File: src/rtl/reg_file_16b_scb_pkg.sv
// reg_file_16b_scb_pkg: shared widths and word/address types for the register file
package reg_file_16b_scb_pkg;
  localparam int DATA_W = 16;
  localparam int NREG = 8;
  localparam int ADDR_W = 3;
  typedef logic [ADDR_W-1:0] addr_t;
  typedef logic [DATA_W-1:0] data_t;
endpackage

File: src/rtl/reg_file_16b_scb_if.sv
// reg_file_16b_scb_if: read/write/issue bus plus stall, busy and err status of the register file
interface reg_file_16b_scb_if;
  import reg_file_16b_scb_pkg::*;
  addr_t rd_addr1;
  addr_t rd_addr2;
  logic rd_use1;
  logic rd_use2;
  data_t rd_data1;
  data_t rd_data2;
  logic wr_en;
  addr_t wr_addr;
  data_t wr_data;
  logic iss_en;
  addr_t iss_addr;
  logic stall;
  logic [NREG-1:0] busy;
  logic err;
  modport slave (
    input rd_addr1, rd_addr2, rd_use1, rd_use2, wr_en, wr_addr, wr_data, iss_en, iss_addr,
    output rd_data1, rd_data2, stall, busy, err
  );
  modport master (
    output rd_addr1, rd_addr2, rd_use1, rd_use2, wr_en, wr_addr, wr_data, iss_en, iss_addr,
    input rd_data1, rd_data2, stall, busy, err
  );
endinterface

File: src/rtl/reg_file_16b_scb_scoreboard.sv
// reg_scoreboard: pending-write bits, RAW stall and sticky writeback error; ports: read/use, writeback, issue in; stall_o, busy_o, err_o out
module reg_scoreboard
  import reg_file_16b_scb_pkg::*;
(
  input  logic            clk,
  input  logic            rst,
  input  addr_t           rd_addr1_i,
  input  addr_t           rd_addr2_i,
  input  logic            rd_use1_i,
  input  logic            rd_use2_i,
  input  logic            wr_en_i,
  input  addr_t           wr_addr_i,
  input  logic            iss_en_i,
  input  addr_t           iss_addr_i,
  output logic            stall_o,
  output logic [NREG-1:0] busy_o,
  output logic            err_o
);
  logic [NREG-1:0] busy_q, busy_d, set_v, clr_v;
  logic err_q, err_d, stall;
  always_comb begin
    stall = (rd_use1_i & busy_q[rd_addr1_i] & ~(wr_en_i & (wr_addr_i == rd_addr1_i)))
          | (rd_use2_i & busy_q[rd_addr2_i] & ~(wr_en_i & (wr_addr_i == rd_addr2_i)));
    set_v = (iss_en_i & ~stall) ? NREG'(1) << iss_addr_i : '0;
    clr_v = wr_en_i ? NREG'(1) << wr_addr_i : '0;
    // a new producer supersedes the one whose writeback lands this cycle
    busy_d = set_v | (busy_q & ~clr_v);
    err_d = err_q | (wr_en_i & ~busy_q[wr_addr_i] & ~set_v[wr_addr_i]);
  end
  always_ff @(posedge clk or posedge rst) begin
    if (rst) begin
      busy_q <= '0;
      err_q <= 1'b0;
    end else begin
      busy_q <= busy_d;
      err_q <= err_d;
    end
  end
  assign stall_o = stall;
  assign busy_o = busy_q;
  assign err_o = err_q;
endmodule

File: src/rtl/reg_file_16b_scb.sv
// reg_file_16b_scb: 8x16 register file with bypassed reads and pending-write scoreboard; ports: clk, rst, rf_io (slave bus)
module reg_file_16b_scb
  import reg_file_16b_scb_pkg::*;
(
  input logic clk,
  input logic rst,
  reg_file_16b_scb_if.slave rf_io
);
  data_t regs_q [NREG];
  always_ff @(posedge clk or posedge rst) begin
    if (rst) begin
      for (int i = 0; i < NREG; i++) regs_q[i] <= '0;
    end else if (rf_io.wr_en) begin
      regs_q[rf_io.wr_addr] <= rf_io.wr_data;
    end
  end
  // writeback data is forwarded so a reader sees it in the same cycle
  always_comb begin
    rf_io.rd_data1 = (rf_io.wr_en && rf_io.wr_addr == rf_io.rd_addr1) ? rf_io.wr_data : regs_q[rf_io.rd_addr1];
    rf_io.rd_data2 = (rf_io.wr_en && rf_io.wr_addr == rf_io.rd_addr2) ? rf_io.wr_data : regs_q[rf_io.rd_addr2];
  end
  reg_scoreboard u_scb (
    .clk        (clk),
    .rst        (rst),
    .rd_addr1_i (rf_io.rd_addr1),
    .rd_addr2_i (rf_io.rd_addr2),
    .rd_use1_i  (rf_io.rd_use1),
    .rd_use2_i  (rf_io.rd_use2),
    .wr_en_i    (rf_io.wr_en),
    .wr_addr_i  (rf_io.wr_addr),
    .iss_en_i   (rf_io.iss_en),
    .iss_addr_i (rf_io.iss_addr),
    .stall_o    (rf_io.stall),
    .busy_o     (rf_io.busy),
    .err_o      (rf_io.err)
  );
endmodule

File: src/flat_wrapper.sv
// flat-port wrapper written by rule: the top's interface ports become plain ports
module reg_file_16b_scb_flat import reg_file_16b_scb_pkg::*;
  (clk, rst, rf_io_rd_addr1, rf_io_rd_addr2, rf_io_rd_use1, rf_io_rd_use2, rf_io_wr_en, rf_io_wr_addr, rf_io_wr_data, rf_io_iss_en, rf_io_iss_addr, rf_io_rd_data1, rf_io_rd_data2, rf_io_stall, rf_io_busy, rf_io_err);
  reg_file_16b_scb_if rf_io_i ();
  input logic clk;
  input logic rst;
  input wire logic [$bits(rf_io_i.rd_addr1)-1:0] rf_io_rd_addr1;
  input wire logic [$bits(rf_io_i.rd_addr2)-1:0] rf_io_rd_addr2;
  input wire logic [$bits(rf_io_i.rd_use1)-1:0] rf_io_rd_use1;
  input wire logic [$bits(rf_io_i.rd_use2)-1:0] rf_io_rd_use2;
  input wire logic [$bits(rf_io_i.wr_en)-1:0] rf_io_wr_en;
  input wire logic [$bits(rf_io_i.wr_addr)-1:0] rf_io_wr_addr;
  input wire logic [$bits(rf_io_i.wr_data)-1:0] rf_io_wr_data;
  input wire logic [$bits(rf_io_i.iss_en)-1:0] rf_io_iss_en;
  input wire logic [$bits(rf_io_i.iss_addr)-1:0] rf_io_iss_addr;
  output wire logic [$bits(rf_io_i.rd_data1)-1:0] rf_io_rd_data1;
  output wire logic [$bits(rf_io_i.rd_data2)-1:0] rf_io_rd_data2;
  output wire logic [$bits(rf_io_i.stall)-1:0] rf_io_stall;
  output wire logic [$bits(rf_io_i.busy)-1:0] rf_io_busy;
  output wire logic [$bits(rf_io_i.err)-1:0] rf_io_err;
  assign rf_io_i.rd_addr1 = rf_io_rd_addr1;
  assign rf_io_i.rd_addr2 = rf_io_rd_addr2;
  assign rf_io_i.rd_use1 = rf_io_rd_use1;
  assign rf_io_i.rd_use2 = rf_io_rd_use2;
  assign rf_io_i.wr_en = rf_io_wr_en;
  assign rf_io_i.wr_addr = rf_io_wr_addr;
  assign rf_io_i.wr_data = rf_io_wr_data;
  assign rf_io_i.iss_en = rf_io_iss_en;
  assign rf_io_i.iss_addr = rf_io_iss_addr;
  assign rf_io_rd_data1 = rf_io_i.rd_data1;
  assign rf_io_rd_data2 = rf_io_i.rd_data2;
  assign rf_io_stall = rf_io_i.stall;
  assign rf_io_busy = rf_io_i.busy;
  assign rf_io_err = rf_io_i.err;
  reg_file_16b_scb u_core (.clk(clk), .rst(rst), .rf_io(rf_io_i));
endmodule
File: config.mk
export PLATFORM = sky130hd
export DESIGN_NAME = reg_file_16b_scb_flat
export DESIGN_NICKNAME = d
export VERILOG_FILES = /design/src/rtl/reg_file_16b_scb_pkg.sv /design/src/rtl/reg_file_16b_scb_if.sv /design/src/rtl/reg_file_16b_scb_scoreboard.sv /design/src/rtl/reg_file_16b_scb.sv /design/src/flat_wrapper.sv
export SDC_FILE = /design/constraint.sdc
export NUM_CORES = 1
export LEC_CHECK = 0
export CORE_ASPECT_RATIO = 1.5
export CORE_MARGIN = 2
export CORE_UTILIZATION = 40
export CTS_CLUSTER_SIZE = 24
export DETAILED_ROUTE_END_ITERATION = 8
export GPL_TIMING_DRIVEN = 0
export SLEW_MARGIN = 20
export SYNTH_ARGS = -nofsm -noshare
export SYNTH_HDL_FRONTEND = slang
export SYNTH_SLANG_ARGS = --single-unit
File: constraint.sdc
create_clock -name clk -period 5.2 [get_ports clk]
set_input_delay 0.52 -clock clk [delete_from_list [all_inputs] [get_ports clk]]
set_output_delay 0.52 -clock clk [all_outputs]
set_load 0.02 [all_outputs]
==> insert_results.sql, run 1 <==
INSERT INTO impl_metrics (metric_group, metric, value, unit) VALUES
('cells_and_area', 'area_growth', '19.6', '%'),
('power', 'vdd_ir_drop_max', '0.222', 'mV'),
('sta', 'final_critical_delay_including_setup_and_external_delays', '3.89', 'ns'),
('yosys', 'synth.cell_area', '7810', 'sq um'),
('clock_tree', 'ctsRootBufferMaster', 'sky130_fd_sc_hd__clkbuf_16', ''),
('grt', 'number_of_global_route_vias_before_repair', '5588', ''),
('placement', 'place_hpwl', '14500', 'microns'),
('sta', 'fmaxAchievable', '0.257', 'GHz'),
('outcome', 'outcome', 'finished clean', ''),
('placement', 'dpl_cell_area', '8710', 'sq um'),
('yosys', 'yosys_most_used_dff', 'sky130_fd_sc_hd__dfrtp_1', ''),
('setup_path', 'critical_path.endpoint_type', 'output pin', ''),
('cells_and_area', 'insertedDiodeCount', '0', ''),
('setup_path', 'critPathArrivalTime', '3.37', 'ns'),
('drt', 'drtPass1Iterations', '4', ''),
('die', 'pin_count', '76', ''),
('sta', 'worst_hold_slack', '0.407', 'ns'),
('drt', 'vias', '5067', ''),
('cells_and_area', 'drive_above_1_share', '43.3', '%'),
('clock_tree', 'cts_num_sinks', '137', ''),
('yosys', 'cell_with_the_most_instances_after_synthesis', 'sky130_fd_sc_hd__dfrtp_1', ''),
('die', 'fp-row-count', '62', ''),
('clock_tree', 'post_cts_resized', '0', ''),
('yosys', 'synth.lib_cells_used.distinct', '43', ''),
('yosys', 'yosys-top-cells-count', 'sky130_fd_sc_hd__dfrtp_1 (137), sky130_fd_sc_hd__mux2_2 (130), sky130_fd_sc_hd__mux4_2 (65)', ''),
('clock_tree', 'clock_tree_from_tritoncts', 'done', ''),
('run', 'maxCapViolations', '0', ''),
('grt', 'grt_start_max_net_pins', '102', ''),
('grt', 'globalRouteOverflowTotal', '0', ''),
('power', 'p_leak', '3.82', 'nW'),
('sta', 'final_hold_viols', '0', ''),
('yosys', 'yosys-top-cells-area', 'sky130_fd_sc_hd__dfrtp_1 (44%), sky130_fd_sc_hd__mux2_2 (19%), sky130_fd_sc_hd__mux4_2 (19%), sky130_fd_sc_hd__mux2i_1 (4.5%), sky130_fd_sc_hd__a21oi_1 (2.1%)', ''),
('clock_tree', 'post-cts-setup-buffer-count', '0', ''),
('sta', 'fin_worst_skew', '0.000809', 'ns'),
('drt', 'viasPerCell', '5.62', ''),
('sta', 'final_min_period_over_clock_period', '74.9', '%'),
('placement', 'gp_routability_congestion', '0.831', ''),
('clock_tree', 'insertion_delay', '0.43', 'ns'),
('cells_and_area', 'final_nets', '666', ''),
('die', 'chip_width', '118', 'microns'),
('clock_tree', 'clock_tree.htree_level_count', '4', ''),
('clock_tree', 'clockBufferDepth', '2', ''),
('drt', 'finalWirelength', '21400', 'microns'),
('setup_path', 'startpoint_type', 'primary input', ''),
('placement', 'io_buffers', '54', ''),
('clock_tree', 'hold_buffers', '0', ''),
('hold_path', 'hp-class', 'primary input to flop', ''),
('drt', 'drc_errors', '0', ''),
('drt', 'detailedRoute.firstIterationViolations', '330', ''),
('die', 'fp.coreArea', '19200', 'sq um'),
('yosys', 'synth-async-reset-ratio', '100', '%'),
('die', 'start_util', '40.8', '%'),
('yosys', 'synthCells', '558', ''),
('drt', 'antenna_left', '0', ''),
('yosys', 'synth_enable_flop_cells', '0', ''),
('grt', 'initial_antenna_violation_count', '0', ''),
('cells_and_area', 'final.fill_count', '1715', ''),
('yosys', 'synth_top_area_share', '43.9', '%'),
('yosys', 'synth_top_area_cell', 'sky130_fd_sc_hd__dfrtp_1', ''),
('sta', 'unrepaired_setup_endpoints_after_global_routing', 'no', ''),
('grt', 'grt_use_total', '21.6', '%'),
('cells_and_area', 'finish.instance_area', '9340', 'sq um'),
('sta', 'finalSetupViolCount', '0', ''),
('yosys', 'sequential_element_share_of_the_synthesized_area', '43.9', '%'),
('yosys', 'average_cell_area_after_synthesis', '14.0', 'sq um'),
('die', 'die-area', '20700', 'sq um'),
('clock_tree', 'numCtsBuffers', '17', ''),
('yosys', 'synth.ff_latch_count', '137', ''),
('yosys', 'ys.warnings.count', '0', ''),
('sta', 'max_slew_violation_total_from_the_final_report', '0', ''),
('clock_tree', 'clock_pin_slew_on_the_worst_setup_and_hold_paths', '0.06', 'ns'),
('yosys', 'synth_fp_nets', '592', ''),
('die', 'die_height', '175', 'microns'),
('sta', 'worst_slew_margin_relative_to_its_limit', '28.2', '%'),
('drt', 'wire_per_inst', '23.8', 'microns'),
('setup_path', 'criticalPathCategory', 'primary input to output pin', ''),
('power', 'p_per_area', '416', 'nW/um^2'),
('setup_path', 'crit_fanout', '10', ''),
('sta', 'max_slew.worst_pin.slew', '1.07', 'ns'),
('setup_path', 'worst-endpoint-required', '4.68', 'ns'),
('grt', 'grt_first_pass_wirelength', '33200', 'microns');
-- state kept, by name (all words and copies together) (netlist names) --
name	cells
u_core.u_scb.err_o	1
u_core.u_scb.busy_o	8
u_core.regs_q	128
-- through the flow --
step	TNS, ns	cells	setup WS [ns]	utilization (%)	power [mW]
floorplan	0	558	1.01	-	2.21
global placement	-93.00	868	-0.697	45.3	2.55
detailed placement	0	869	1.32	45.4	2.60
CTS	0	901	1.29	48.7	3.91
global route	0	901	1.21	48.7	4.05
finish	0	901	1.31	48.7	3.88
-- cell families (layout without fill, tap and decap cells) --
| group | count (synthesis) | after routing | synth area share (%) |
|---|---|---|---|
| buffers and inverters | 63 | 150 | 4.16 |
| xor gates and xnor gates | 9 | 9 | 1.01 |
| and+or+nand+nor | 68 | 68 | 4.50 |
| AOI/OAI and AO/OA | 51 | 51 | 4.47 |
| muxes | 230 | 230 | 42.0 |
| DFF | 137 | 137 | 43.9 |
-- power breakdown --
part	internal, mW	switching [mW]	leakage (nW)	total, mW
Combinational	0.633	0.465	1.86	1.10
Clock	0.850	0.454	0.314	1.30
Sequential	1.30	0.177	1.64	1.48
-- layout make-up --
type / instances / area (sq um) / share of cell area, %
Tap cell: 256 / 320 / 3.43
Clock buffer: 24 / 492 / 5.27
Timing Repair Buffer: 55 / 568 / 6.08
Clock inverter: 8 / 140 / 1.50
Buffer: 56 / 299 / 3.20
Multi-Input combinational cell: 358 / 4060 / 43.4
Sequential cell: 137 / 3430 / 36.7
Inverter: 7 / 33.8 / 0.362
-- cells in the final DEF, fill, tap and decap left out, types with 2 or more instances in the layout --
master	n
sky130_fd_sc_hd__dfrtp_1	137
sky130_fd_sc_hd__mux2_2	130
sky130_fd_sc_hd__mux4_2	65
sky130_fd_sc_hd__clkdlybuf4s50_1	54
sky130_fd_sc_hd__nor2_1	36
sky130_fd_sc_hd__mux2i_1	35
sky130_fd_sc_hd__a21oi_1	32
sky130_fd_sc_hd__buf_2	23
sky130_fd_sc_hd__clkbuf_16	17
sky130_fd_sc_hd__buf_4	13
sky130_fd_sc_hd__buf_1	11
sky130_fd_sc_hd__nand2_1	10
sky130_fd_sc_hd__xnor2_1	8
sky130_fd_sc_hd__clkbuf_1	8
sky130_fd_sc_hd__inv_1	5
sky130_fd_sc_hd__nor2b_1	5
sky130_fd_sc_hd__bufinv_16	4
sky130_fd_sc_hd__clkinv_2	4
sky130_fd_sc_hd__clkbuf_8	4
sky130_fd_sc_hd__clkbuf_2	3
sky130_fd_sc_hd__nand4_1	3
sky130_fd_sc_hd__o31ai_1	3
sky130_fd_sc_hd__nor3b_2	2
sky130_fd_sc_hd__nor3_2	2
sky130_fd_sc_hd__o2111ai_1	2
sky130_fd_sc_hd__a2111oi_0	2
sky130_fd_sc_hd__nand3_1	2
sky130_fd_sc_hd__nor3b_1	2
sky130_fd_sc_hd__a31o_2	2
-- worst max-delay path, cell delays in order --
cell,delay (ns)
sky130_fd_sc_hd__clkdlybuf4s50_1,0.53
sky130_fd_sc_hd__buf_2,0.33
sky130_fd_sc_hd__buf_1,0.83
sky130_fd_sc_hd__mux2i_1,0.19
sky130_fd_sc_hd__a21oi_1,0.29
sky130_fd_sc_hd__clkdlybuf4s50_1,0.66
-- per-layer routing --
metal  global-route usage (%)  share of wire [%]  vias up
met4                     7.58                1.9        0
met2                     37.7                 52      137
met3                     4.28                4.8       28
met5                        0                  0        -
li1                         -                  -     2256
met1                     26.7                 41     2646
-- path summary, 6_finish.rpt --
path                                        start                endpoint  slack, ns  cells past startpoint
max                             rf_io_rd_addr2[2]      rf_io_rd_data2[14]       1.31                      6
min                             rf_io_wr_data[13]      u_core.regs_q[109]       0.41                      2
max reg2reg                u_core.u_scb.busy_o[1]  u_core.u_scb.busy_o[6]       3.12                      6
min reg2reg                     u_core.regs_q[69]       u_core.regs_q[69]       0.52                      1
max in group asynchronous                     rst       u_core.regs_q[33]       3.93                      3
min in group asynchronous                     rst      u_core.regs_q[107]       0.45                      2
No activity file was read; power rests on OpenSTA's default activity.
==> run 2, diff against run 1 <==
==> constraint.sdc (replaced) <==
create_clock -name clk -period 3.4 [get_ports clk]
set_input_delay 0.34 -clock clk [delete_from_list [all_inputs] [get_ports clk]]
set_output_delay 0.34 -clock clk [all_outputs]
set_load 0.02 [all_outputs]
==> run 2 against run 1 <==
Sequential cell count unchanged; design area increased by 0.39%; routed wire length increased by 2.6%; largest power group unchanged; highest routed layer unchanged; via count increased by 3.0%; worst hold slack got worse by 0.18 ns; global-route usage increased by 0.60 points; clock power increased by 45%; sequential share of layout area decreased by 0.14 points.
==> insert_results.sql, run 2 (synthesis results as in run 1) <==
INSERT INTO impl_metrics (metric_group, metric, value, unit) VALUES
('drt', 'finalWirelength', '22000', 'microns'),
('sta', 'final_hold_viols', '0', ''),
('die', 'pin_count', '76', ''),
('sta', 'max_slew.worst_pin.slew', '0.976', 'ns'),
('die', 'fp.coreArea', '19200', 'sq um'),
('sta', 'final_min_period_over_clock_period', '99.4', '%'),
('cells_and_area', 'final_nets', '669', ''),
('cells_and_area', 'layout_common_cells', 'sky130_fd_sc_hd__dfrtp_1 (137), sky130_fd_sc_hd__mux2_2 (130), sky130_fd_sc_hd__mux4_2 (65)', ''),
('power', 'p_leak', '3.82', 'nW'),
('die', 'die_height', '175', 'microns'),
('grt', 'grt_first_pass_wirelength', '34100', 'microns'),
('die', 'start_util', '40.8', '%'),
('setup_path', 'criticalPathCategory', 'primary input to output pin', ''),
('cells_and_area', 'drive_above_1_share', '44.0', '%'),
('grt', 'globalRouteOverflowTotal', '0', ''),
('drt', 'antenna_left', '0', ''),
('sta', 'final_critical_delay_including_setup_and_external_delays', '3.38', 'ns'),
('setup_path', 'critPathArrivalTime', '3.04', 'ns'),
('setup_path', 'worst-endpoint-required', '3.06', 'ns'),
('sta', 'max_slew_violation_total_from_the_final_report', '0', ''),
('setup_path', 'startpoint_type', 'primary input', ''),
('clock_tree', 'numCtsBuffers', '17', ''),
('hold_path', 'hold_path.startpoint', 'rf_io_wr_data[12]', ''),
('setup_path', 'critical_path.endpoint_type', 'output pin', ''),
('sta', 'fin_worst_skew', '0.00357', 'ns'),
('clock_tree', 'cts_num_sinks', '137', ''),
('cells_and_area', 'finish.utilization', '48.9', '%'),
('hold_path', 'hold-path-cell-count', '2', ''),
('cells_and_area', 'most_common_cell_after_layout_fill_and_taps_aside', 'sky130_fd_sc_hd__dfrtp_1', ''),
('setup_path', 'crit_fanout', '10', ''),
('sta', 'fmaxAchievable', '0.296', 'GHz'),
('die', 'fp-row-count', '62', ''),
('setup_path', 'worst_r2r_endpoint', 'u_core.u_scb.busy_o[4]', ''),
('run', 'maxCapViolations', '0', ''),
('sta', 'finalSetupViolCount', '0', ''),
('hold_path', 'whs_endpoint', 'u_core.regs_q[60]', ''),
('outcome', 'outcome', 'finished clean', ''),
('drt', 'drc_errors', '0', ''),
('clock_tree', 'ctsRootBufferMaster', 'sky130_fd_sc_hd__clkbuf_16', ''),
('power', 'switchingPower', '1.70', 'mW'),
('drt', 'detailedRoute.firstIterationViolations', '303', ''),
('drt', 'viasPerCell', '5.77', ''),
('grt', 'number_of_global_route_vias_before_repair', '5649', ''),
('power', 'cellInternalPower', '4.15', 'mW'),
('setup_path', 'reg2reg_from', 'u_core.u_scb.busy_o[1]', ''),
('power', 'total_power', '5.85', 'mW'),
('cells_and_area', 'registers.top_by_ff_count', 'u_core.regs_q', ''),
('cells_and_area', 'final.fill_count', '1695', ''),
('clock_tree', 'clock_pin_slew_on_the_worst_setup_and_hold_paths', '0.06', 'ns'),
('die', 'die-area', '20700', 'sq um'),
('sta', 'unrepaired_setup_endpoints_after_global_routing', 'yes', ''),
('clock_tree', 'clock_tree.htree_level_count', '4', ''),
('placement', 'place_hpwl', '14600', 'microns'),
('power', 'clock_power_share', '32.3', '%'),
('grt', 'initial_antenna_violation_count', '1', ''),
('clock_tree', 'clock_tree_from_tritoncts', 'done', ''),
('drt', 'vias', '5218', ''),
('power', 'share_of_total_power_in_sequential_cells', '38.8', '%'),
('sta', 'worst_hold_slack', '0.230', 'ns'),
('grt', 'grt_start_max_net_pins', '32', ''),
('drt', 'drtPass1Iterations', '5', ''),
('clock_tree', 'insertion_delay', '0.42', 'ns'),
('hold_path', 'hp-class', 'primary input to flop', ''),
('placement', 'dpl_cell_area', '8760', 'sq um'),
('cells_and_area', 'largest_register_ff_count', '128', ''),
('power', 'vdd_ir_drop_max', '0.325', 'mV'),
('cells_and_area', 'area_growth', '20.0', '%'),
('placement', 'io_buffers', '54', ''),
('clock_tree', 'clockBufferDepth', '2', ''),
('power', 'p_per_area', '624', 'nW/um^2'),
('power', 'combinationalPowerShare', '28.9', '%'),
('drt', 'wire_per_inst', '24.3', 'microns'),
('sta', 'worst_slew_margin_relative_to_its_limit', '34.6', '%'),
('placement', 'gp_routability_congestion', '0.826', ''),
('setup_path', 'reg2reg_depth', '6', ''),
('power', 'netSwitchingFraction', '29.0', '%'),
('sta', 'tns', '0', 'ns'),
('grt', 'grt_use_total', '22.2', '%'),
('die', 'chip_width', '118', 'microns'),
('setup_path', 'reg2reg_slack', '1.44', 'ns'),
('cells_and_area', 'finish.instance_area', '9380', 'sq um');
run 2: cell count changes in the layout (fill, tap and decap cells not counted), sizes merged:
cell,previous run,this run
clkbuf,32,33
clkdlybuf4s15,0,2
clkinvlp,0,3
buf,49,48
diode,0,1
bufinv,4,3
inv,7,6
clkinv,4,3
run 2: worst max-delay path, stage by stage:
cell	delay [ns]
sky130_fd_sc_hd__clkdlybuf4s50_1	0.52
sky130_fd_sc_hd__buf_4	0.24
sky130_fd_sc_hd__xnor2_1	0.15
sky130_fd_sc_hd__nand4_1	0.33
sky130_fd_sc_hd__clkbuf_2	0.40
sky130_fd_sc_hd__a21oi_1	0.37
sky130_fd_sc_hd__clkdlybuf4s50_1	0.67
run 2: per-stage QoR:
stage          instances  setup WS, ns
6_report             904        0.0201
5_1_grt              904       -0.0223
4_1_cts              903        0.0248
3_5_place_dp         872        -0.209
3_3_place_gp         868        -0.156
2_1_floorplan        558          1.35
run 2: routing by layer:
metal / share of wire (%) / routed length (microns) / GRT usage, %
met2: 51 / 11200 / 37.8
met3: 4.2 / 925 / 3.98
met5: 0 / 0 / 0
met4: 3.5 / 765 / 10.2
met1: 41 / 9080 / 27.5
run 2: cell type report:
cell class | instances | area [sq um] | area share [%]
Clock inverter | 8 | 120 | 1.28
Sequential cell | 137 | 3430 | 36.6
Timing Repair Buffer | 58 | 621 | 6.62
Buffer | 56 | 328 | 3.50
Inverter | 7 | 30.0 | 0.320
Antenna cell | 1 | 2.50 | 0.0267
Tap cell | 256 | 320 | 3.42
Clock buffer | 23 | 468 | 4.99
Multi-Input combinational cell | 358 | 4060 | 43.3
run 2: repair_timing:
action | 4_1_cts | 5_1_grt
resized for setup | 9 | 2
buffers inserted | 0 | 0
endpoints found under the setup margin | 19 | 18
hold buffers | 0 | 0
pin swaps | 0 | 0
run 2: how the worst max path moves through the flow:
| stage | start | endpoint | slack, ns | depth (start not counted) |
|---|---|---|---|---|
| 6_report | rf_io_rd_addr1[1] | rf_io_rd_data1[14] | 0.02 | 7 |
| 5_1_grt | rf_io_rd_addr2[1] | rf_io_rd_data2[14] | -0.02 | 8 |
| 4_1_cts | rf_io_rd_addr2[1] | rf_io_rd_data2[14] | 0.02 | 8 |
| 3_5_place_dp | rf_io_rd_addr1[2] | rf_io_rd_data1[14] | -0.21 | 6 |
| 3_3_place_gp | rf_io_rd_addr1[2] | rf_io_rd_data1[14] | -0.16 | 6 |
| 2_1_floorplan | rst | u_core.regs_q[0] | 1.35 | 1 |
run 2: power groups by stage:
stage               logic [mW]  clock network [mW]  registers [mW]
finish                    1.69                1.89            2.27
floorplan                 1.15                   0            2.22
global route              1.81                1.98            2.31
global placement          1.65                   0            2.25
CTS                       1.71                1.92            2.26
detailed placement        1.70                   0            2.29
==> run 3, diff against run 2 <==
--- a/config.mk
+++ b/config.mk
@@ -7,10 +7,11 @@
 export LEC_CHECK = 0
 export CORE_ASPECT_RATIO = 1.5
 export CORE_MARGIN = 2
-export CORE_UTILIZATION = 40
+export CORE_UTILIZATION = 45
 export CTS_CLUSTER_SIZE = 24
 export DETAILED_ROUTE_END_ITERATION = 8
-export GPL_TIMING_DRIVEN = 0
+export GPL_TIMING_DRIVEN = 1
+export PLACE_DENSITY = 0.68
 export SLEW_MARGIN = 20
 export SYNTH_ARGS = -nofsm -noshare
 export SYNTH_HDL_FRONTEND = slang
==> run 3 against run 2 <==
Setup slack better by 0.40 ns; non-clock buffer count is 13 lower; critical path depth is 1 higher; via count is 2.1% lower; die area is 11% lower; maximum frequency is 13% higher; worst hold slack better by 0.25 ns; first-iteration DRC count is 8.3% lower; design area is 0.29% higher; clock power hardly changed; sequential share of layout area is 0.11 points lower; sequential cell count stayed put.
==> insert_results.sql, run 3 (synthesis results as in run 1) <==
INSERT INTO impl_metrics (metric_group, metric, value, unit) VALUES
('outcome', 'outcome', 'finished clean', ''),
('cells_and_area', 'final_nets', '656', ''),
('clock_tree', 'clock_tree_from_tritoncts', 'done', ''),
('grt', 'initial_antenna_violation_count', '1', ''),
('cells_and_area', 'largest_register_ff_count', '128', ''),
('cells_and_area', 'multi_input_comb_area', '4060', 'sq um'),
('clock_tree', 'numCtsBuffers', '17', ''),
('die', 'die_height', '165', 'microns'),
('drt', 'vias', '5110', ''),
('clock_tree', 'clockBufferDepth', '2', ''),
('grt', 'grt_start_max_net_pins', '42', ''),
('cells_and_area', 'most_common_cell_after_layout_fill_and_taps_aside', 'sky130_fd_sc_hd__dfrtp_1', ''),
('drt', 'wire_per_inst', '22.6', 'microns'),
('clock_tree', 'post_cts_resized', '0', ''),
('die', 'chip_width', '112', 'microns'),
('clock_tree', 'hold_buffers', '0', ''),
('die', 'pin_count', '76', ''),
('cells_and_area', 'seq_area', '3430', 'sq um'),
('power', 'p_leak', '3.83', 'nW'),
('clock_tree', 'post-cts-setup-buffer-count', '0', ''),
('setup_path', 'startpoint_type', 'primary input', ''),
('drt', 'finalWirelength', '19200', 'microns'),
('sta', 'unrepaired_setup_endpoints_after_global_routing', 'no', ''),
('cells_and_area', 'drive_above_1_share', '42.7', '%'),
('sta', 'max_slew_violation_total_from_the_final_report', '0', ''),
('grt', 'globalRouteOverflowTotal', '0', ''),
('die', 'die-area', '18500', 'sq um'),
('sta', 'max_slew.worst_pin.slew', '0.954', 'ns'),
('sta', 'fmaxAchievable', '0.335', 'GHz'),
('drt', 'antenna_left', '0', ''),
('setup_path', 'criticalPathCategory', 'primary input to output pin', ''),
('placement', 'io_buffers', '75', ''),
('sta', 'final_hold_viols', '0', ''),
('grt', 'number_of_global_route_vias_before_repair', '5449', ''),
('hold_path', 'hp-class', 'primary input to async pin', ''),
('sta', 'fin_ws', '0.417', 'ns'),
('clock_tree', 'clock_tree.htree_level_count', '4', ''),
('clock_tree', 'ctsRootBufferMaster', 'sky130_fd_sc_hd__clkbuf_16', ''),
('drt', 'drc_errors', '0', ''),
('sta', 'worst_slew_margin_relative_to_its_limit', '36.3', '%'),
('drt', 'viasPerCell', '6.02', ''),
('drt', 'detailedRoute.firstIterationViolations', '278', ''),
('cells_and_area', 'registers.top_by_ff_count', 'u_core.regs_q', ''),
('die', 'start_util', '45.4', '%'),
('cells_and_area', 'area_growth', '20.4', '%'),
('drt', 'drtPass1Iterations', '4', ''),
('run', 'maxCapViolations', '0', ''),
('die', 'fp.coreArea', '17200', 'sq um'),
('placement', 'place_hpwl', '12200', 'microns'),
('setup_path', 'worst-endpoint-required', '3.06', 'ns'),
('die', 'fp-row-count', '59', ''),
('grt', 'grt_first_pass_wirelength', '30700', 'microns'),
('placement', 'gp_routability_congestion', '0.879', ''),
('setup_path', 'critPathArrivalTime', '2.64', 'ns'),
('cells_and_area', 'final.fill_count', '1385', ''),
('setup_path', 'crit_fanout', '8', ''),
('placement', 'dp_slack', '0.429', 'ns'),
('sta', 'final_critical_delay_including_setup_and_external_delays', '2.98', 'ns'),
('sta', 'final_min_period_over_clock_period', '87.7', '%'),
('grt', 'grt_use_total', '21.7', '%'),
('sta', 'finalSetupViolCount', '0', ''),
('power', 'p_per_area', '625', 'nW/um^2'),
('sta', 'fin_worst_skew', '0.00986', 'ns'),
('cells_and_area', 'layout_common_cells', 'sky130_fd_sc_hd__dfrtp_1 (137), sky130_fd_sc_hd__mux2_2 (130), sky130_fd_sc_hd__clkdlybuf4s50_1 (71)', ''),
('clock_tree', 'cts_num_sinks', '137', ''),
('sta', 'tns', '0', 'ns'),
('clock_tree', 'insertion_delay', '0.41', 'ns'),
('clock_tree', 'clock_pin_slew_on_the_worst_setup_and_hold_paths', '0.07', 'ns'),
('power', 'vdd_ir_drop_max', '0.336', 'mV'),
('setup_path', 'critical_path.endpoint_type', 'output pin', '');
-- run 3: cell count changes in the layout (fill, tap and decap cells not counted), moves of 4 or more --
cell                              before  now
sky130_fd_sc_hd__buf_4                15   20
sky130_fd_sc_hd__clkbuf_1              6    0
sky130_fd_sc_hd__inv_6                 0    4
sky130_fd_sc_hd__clkbuf_2              6    0
sky130_fd_sc_hd__buf_1                 9    0
sky130_fd_sc_hd__clkdlybuf4s50_1      54   71
sky130_fd_sc_hd__buf_2                19    4
sky130_fd_sc_hd__clkinv_4              0    4
-- run 3: per-layer routing --
layer	global-route usage, %	share of wire [%]	vias to the layer above
li1	-	-	2242
met1	28.5	42	2719
met2	37.2	52	127
met3	3.39	3.8	22
met4	7.35	1.6	0
met5	0	0	-
-- run 3: through the flow --
step | hold slack (ns) | instances | util (%) | cell area [sq um] | total power, mW
floorplan | 0.437 | 558 | - | 7820 | 3.37
global placement | 0.499 | 816 | 51.1 | 8780 | 3.90
detailed placement | 0.511 | 816 | 51.1 | 8780 | 3.98
CTS | 0.508 | 848 | 54.7 | 9400 | 5.92
global route | 0.539 | 849 | 54.7 | 9400 | 6.14
finish | 0.483 | 849 | 54.7 | 9400 | 5.87
-- run 3: final timing paths --
kind | startpoint | endpoint | slack (ns) | cells after the start
max | rf_io_rd_addr2[2] | rf_io_stall | 0.42 | 8
min | rst | u_core.regs_q[124] | 0.48 | 2
max reg2reg | u_core.u_scb.busy_o[1] | u_core.u_scb.busy_o[7] | 1.39 | 6
min reg2reg | u_core.regs_q[76] | u_core.regs_q[76] | 0.52 | 1
max in group asynchronous | rst | u_core.regs_q[48] | 2.10 | 3
min in group clk | u_core.regs_q[76] | u_core.regs_q[76] | 0.52 | 1
-- run 3: area by class of cell --
| cell class | count | share of cell area [%] |
|---|---|---|
| Tap cell | 213 | 2.83 |
| Inverter | 7 | 0.319 |
| Multi-Input combinational cell | 358 | 43.2 |
| Clock buffer | 17 | 4.52 |
| Antenna cell | 1 | 0.0266 |
| Clock inverter | 15 | 2.04 |
| Timing Repair Buffer | 101 | 10.6 |
| Sequential cell | 137 | 36.5 |
-- run 3: worst max-delay path, stage by stage --
cell and delay (ns):
sky130_fd_sc_hd__clkdlybuf4s50_1 0.55, sky130_fd_sc_hd__buf_4 0.23, sky130_fd_sc_hd__nor2_1 0.06, sky130_fd_sc_hd__o2bb2ai_1 0.14, sky130_fd_sc_hd__nor4bb_2 0.43, sky130_fd_sc_hd__a41oi_4 0.10, sky130_fd_sc_hd__inv_2 0.16, sky130_fd_sc_hd__clkdlybuf4s50_1 0.63
-- run 3: where the power goes --
part / switching [mW] / internal (mW)
Sequential: 0.281 / 1.99
Combinational: 0.692 / 0.986
Clock: 0.748 / 1.17
Total: 1.72 / 4.15
